## src/rtl/uart16_transmitter.sv

```systemverilog
// uart16_transmitter: sends a 16-bit word as two back-to-back 8N1 UART frames
//   Optional feature macro: UART_TX_PARITY_EN (adds an even-parity bit per frame).
//   Parameters: TICKS_PER_BIT (clk cycles per bit, 2..256), HIGH_BYTE_FIRST (0: in[7:0] first).
//   Ports: clk (16x baud clock), rst (sync active-high), en (low aborts to idle),
//          start (request, sampled in idle), in (word, latched on accept),
//          out (registered TX line, idles high), busy (word in flight), done (1-cycle completion pulse).
module uart16_transmitter #(
  parameter int TICKS_PER_BIT = 16,
  parameter bit HIGH_BYTE_FIRST = 1'b0
) (
  input  logic        clk,
  input  logic        rst,
  input  logic        en,
  input  logic        start,
  input  logic [15:0] in,
  output logic        out,
  output logic        busy,
  output logic        done
);
  localparam int TW = (TICKS_PER_BIT > 2) ? $clog2(TICKS_PER_BIT) : 1;
  typedef enum logic [2:0] {
    IDLE,
    START_BIT,
    DATA_BITS,
`ifdef UART_TX_PARITY_EN
    PARITY_BIT,
`endif
    STOP_BIT
  } state_t;
  state_t state_q, state_d;
  logic [TW-1:0] tick_q, tick_d;
  logic [2:0] bit_q, bit_d;
  logic byte_q, byte_d;
  logic [15:0] sh_q, sh_d;
  logic out_q, out_d, busy_q, busy_d, done_q, done_d;
  logic tick_last, par_bit;
  logic [7:0] cur;
  assign tick_last = tick_q == TW'(TICKS_PER_BIT - 1);
  assign out = out_q;
  assign busy = busy_q;
  assign done = done_q;
  always_comb begin
    state_d = state_q;
    tick_d = tick_last ? '0 : tick_q + 1'b1;
    bit_d = bit_q;
    byte_d = byte_q;
    sh_d = sh_q;
    busy_d = busy_q;
    done_d = 1'b0;
    case (state_q)
      IDLE: begin
        tick_d = '0;
        if (start) begin
          state_d = START_BIT;
          busy_d = 1'b1;
          bit_d = '0;
          byte_d = 1'b0;
          // The shift register always holds the first-sent byte in [7:0].
          sh_d = HIGH_BYTE_FIRST ? {in[7:0], in[15:8]} : in;
        end
      end
      START_BIT: if (tick_last) state_d = DATA_BITS;
      DATA_BITS: if (tick_last) begin
        bit_d = bit_q + 3'd1;
`ifdef UART_TX_PARITY_EN
        if (bit_q == 3'd7) state_d = PARITY_BIT;
`else
        if (bit_q == 3'd7) state_d = STOP_BIT;
`endif
      end
`ifdef UART_TX_PARITY_EN
      PARITY_BIT: if (tick_last) state_d = STOP_BIT;
`endif
      STOP_BIT: if (tick_last) begin
        byte_d = ~byte_q;
        state_d = byte_q ? IDLE : START_BIT;
        busy_d = ~byte_q;
        done_d = byte_q;
      end
      default: state_d = IDLE;
    endcase
    if (!en) begin
      state_d = IDLE;
      tick_d = '0;
      bit_d = '0;
      byte_d = 1'b0;
      busy_d = 1'b0;
      done_d = 1'b0;
    end
    // The line level is derived from the next state so out is a clean register.
    cur = byte_d ? sh_d[15:8] : sh_d[7:0];
`ifdef UART_TX_PARITY_EN
    par_bit = state_d == PARITY_BIT;
`else
    par_bit = 1'b0;
`endif
    out_d = (state_d == START_BIT) ? 1'b0 : (state_d == DATA_BITS) ? cur[bit_d] : par_bit ? ^cur : 1'b1;
  end
  always_ff @(posedge clk) begin
    if (rst) begin
      state_q <= IDLE;
      tick_q <= '0;
      bit_q <= '0;
      byte_q <= 1'b0;
      sh_q <= '0;
      out_q <= 1'b1;
      busy_q <= 1'b0;
      done_q <= 1'b0;
    end else begin
      state_q <= state_d;
      tick_q <= tick_d;
      bit_q <= bit_d;
      byte_q <= byte_d;
      sh_q <= sh_d;
      out_q <= out_d;
      busy_q <= busy_d;
      done_q <= done_d;
    end
  end
endmodule

```

## config.mk

```make
export PLATFORM = sky130hd
export DESIGN_NAME = uart16_transmitter
export DESIGN_NICKNAME = d
export VERILOG_FILES = /design/src/rtl/uart16_transmitter.sv
export SDC_FILE = /design/constraint.sdc
export NUM_CORES = 1
export LEC_CHECK = 0
export ABC_AREA = 0
export CORE_MARGIN = 2
export CORE_UTILIZATION = 25
export CTS_CLUSTER_SIZE = 16
export DETAILED_ROUTE_END_ITERATION = 7
export MAX_ROUTING_LAYER = met4
export PLACE_DENSITY_LB_ADDON = 0.08
export SLEW_MARGIN = 20
export SYNTH_ARGS = -nofsm -noshare
export SYNTH_HDL_FRONTEND = slang
export SYNTH_SLANG_ARGS = --single-unit
```

## constraint.sdc

```tcl
create_clock -name clk -period 2.5 [get_ports clk]
set_clock_uncertainty 0.05 [all_clocks]
set_input_delay 0.25 -clock clk [delete_from_list [all_inputs] [get_ports clk]]
set_output_delay 0.25 -clock clk [all_outputs]
set_load 0.01 [all_outputs]
```

==> metrics.yaml <==
floorplan:
  die_w_um: 83.6
  fp-row-count: 29
  die_h_um: 83.6
  die_area_um2: 6990
  core-area_um2: 6240
  start_util_pct: 25.4
  pin_count: 23
final_layout:
  fillCellCount: 670
  final_cell_mix: "29 x dfxtp_1, 22 x nand2_1, 22 x clkdlybuf4s50_1"
  nets: 233
  multi_input_area_um2: 902
  fin_area_um2: 2050
  drive_gt1_share_pct: 17.7
  register_area_um2: 602
  num_antenna_cells: 0
  layout_commonest_cell: "dfxtp_1"
  syn_to_final_growth_pct: 29.5
cts:
  clock-root-buffer: "clkbuf_8"
  worstSkewPairLatency_ns: 0.28
  clk_pin_slew_ns: 0.06
  cts_tree: "yes"
  cts.sinks: 30
  htreeDepth: 2
  hold_buffers: 0
  numCtsBuffers: 5
  cts_buffer_depth: 2
global_route:
  grt_max_degree: 23
  grt_pass1_wl_mm: 6.81
  track_usage_pct: 12.5
  antenna_found_initial: 0
  grt_pass1_vias: 1368
  gr-total-overflow: 0
timing:
  finalHoldViolCount: 0
  drv_slew: 0
  hold_ws_ns: 0.405
  worstMarginPinSlew_ns: 0.749
  post-route-period-util_pct: 91.7
  setup_tns_ns: 0
  setup_viol: 0
  rsz0062_at_grt: "false"
  slew-limit-headroom_pct: 49.5
  fmaxAchievable_mhz: 436
  min_period_ns: 2.29
yosys:
  yosysSeqAreaShare_pct: 37.9
  synth_edf_count: 0
  netlist_instances: 177
  syn-num-nets: 200
  synth_async_sr_flop_share_pct: 0
  ys.warnings.count: 0
  syn_area_um2: 1580
  synthFlopType: "dfxtp_1"
  synth_seq_cells: 30
  syn-mean-instance-area_um2: 8.95
  synth.distinct_cells: 55
critical_path:
  path_cells: "ha_1, and3_2, nand3b_1, a211o_1, or4b_1, a211oi_1, nor4_1"
  cp-end-kind: "register"
  required_ns: 2.60
  critPathMaxStageDelay_ns: 0.51
  cp-start-kind: "register"
  crit_fanout: 6
  cpMaxStageDelayCell: "or4b_1"
  worstPathArrival_ns: 2.39
  criticalPathCategory: "register to register"
worst_hold_path:
  hold_path.class: "register to register"
power_and_ir_drop:
  comb_power_share_pct: 11.0
  swShare_pct: 23.1
  seqPwrFrac_pct: 50.4
  internal-power_mw: 0.765
  p_leak_nw: 0.754
  ir_drop_mv: 0.161
  power.switching_mw: 0.230
  powerDensity_nw_per_um2: 485
  clkPwrFrac_pct: 38.6
routing:
  wl_met2_mm: 1.74
  num_vias: 1375
  drt-initial-drc-count: 58
  wirelength_mm: 4.00
  top_layer_used: "met4"
  drt-vias-per-instance: 4.81
  met1_length_mm: 2.02
  ant_nets: 0
  route.detailed.drc: 0
  avgRoutedWirePerCell_um: 14.0
  met3RoutedLength_um: 179
  drtPass1Iterations: 4
place:
  place_area_um2: 1950
  dp_hpwl_mm: 3.04
  portBuffers: 22
  place_congestion: 0.751
run:
  max_cap_violations: 0
run_status:
  status: "finished clean"
## through the flow
| step | std cells | setup slack [ns] | total power [mW] | util (%) |
|---|---|---|---|---|
| 2_1_floorplan | 177 | 0.314 | 0.568 | - |
| 3_3_place_gp | 279 | -0.00936 | 0.623 | 31.2 |
| 3_5_place_dp | 279 | -0.0225 | 0.623 | 31.2 |
| 4_1_cts | 285 | 0.0859 | 1.01 | 32.5 |
| 5_1_grt | 286 | 0.00755 | 1.05 | 32.9 |
| 6_report | 286 | 0.208 | 0.995 | 32.9 |
## state kept, by name, indices dropped and copies added (netlist names)
name / flops
sh_q: 16
byte_q: 1
tick_q: 4
bit_q: 3
busy: 1
out: 1
done: 1
state_q: 3
## per-layer routing
metal | track usage [%] | up-vias
li1 | - | 702
met5 | - | -
met1 | 16.9 | 640
met4 | 4.40 | 0
met3 | 3.56 | 5
met2 | 17.9 | 28
## final cells by class
| cell class | count | area share (%) |
|---|---|---|
| Multi-Input combinational cell | 131 | 44.0 |
| Clock buffer | 6 | 4.03 |
| Sequential cell | 30 | 29.3 |
| Tap cell | 77 | 4.70 |
| Timing Repair Buffer | 38 | 17.2 |
| Inverter | 4 | 0.732 |
## synth_stat cells, types with 2 or more instances
cell	n	area, um^2
nand3_1	2	10.0
nand2_1	22	82.6
or4b_1	2	20.0
buf_1	2	7.51
a221oi_1	2	17.5
nand4_1	2	12.5
buf_6	4	45.0
nor3_1	4	20.0
a211o_1	2	17.5
xnor2_1	3	26.3
nor2_1	21	78.8
a211oi_1	4	30.0
dfxtp_1	30	601
clkbuf_1	3	11.3
inv_1	4	15.0
ha_1	3	37.5
and3_1	4	25.0
mux2i_1	9	90.1
a21oi_1	13	65.1
nand3b_1	3	22.5
buf_2	3	15.0
xor2_1	2	17.5
## logic make-up (layout without fill, tap and decap cells)
family                   count (synthesis)  in the layout  share of synthesized area, %
AND/OR/NAND/NOR                         73             73                          24.8
AO/OA/AOI/OAI                           39             39                          19.6
flip-flops                              30             30                          37.9
buffers and inverters                   16             48                          5.92
multiplexers                            10             10                          6.40
XOR/XNOR                                 5              5                          2.77
adder cells (fa/ha/maj)                  3              3                          2.37
other                                    1              1                         0.237
## final timing paths
path	end	slack, ns	startpoint	cells past startpoint
setup / recovery	out$_SDFF_PP1_	0.21	tick_q[0]$_SDFF_PP0_	7
setup reg to reg	out$_SDFF_PP1_	0.21	tick_q[0]$_SDFF_PP0_	7
hold / removal	sh_q[2]$_SDFF_PP0_	0.41	sh_q[2]$_SDFF_PP0_	2
hold reg to reg	sh_q[2]$_SDFF_PP0_	0.41	sh_q[2]$_SDFF_PP0_	2
## power by group through the flow
stage / sequential, mW / combinational, mW / clock [mW]
4_1_cts: 0.502 / 0.111 / 0.398
6_report: 0.502 / 0.110 / 0.384
3_3_place_gp: 0.512 / 0.111 / 0
3_5_place_dp: 0.512 / 0.111 / 0
2_1_floorplan: 0.509 / 0.0588 / 0
5_1_grt: 0.503 / 0.122 / 0.423
## worst max-delay path, delay by kind of cell, from the launching register on
kind | cells | cell delay, ns
compound gates | 2 | 0.54
fa+ha+maj | 1 | 0.26
flops | 1 | 0.35
simple gates | 4 | 0.97
## what timing repair did
action	CTS	global route
setup endpoints to repair	0	1
gates resized for setup	0	5
setup buffers	0	1
Power figures use the tool's default switching activity.
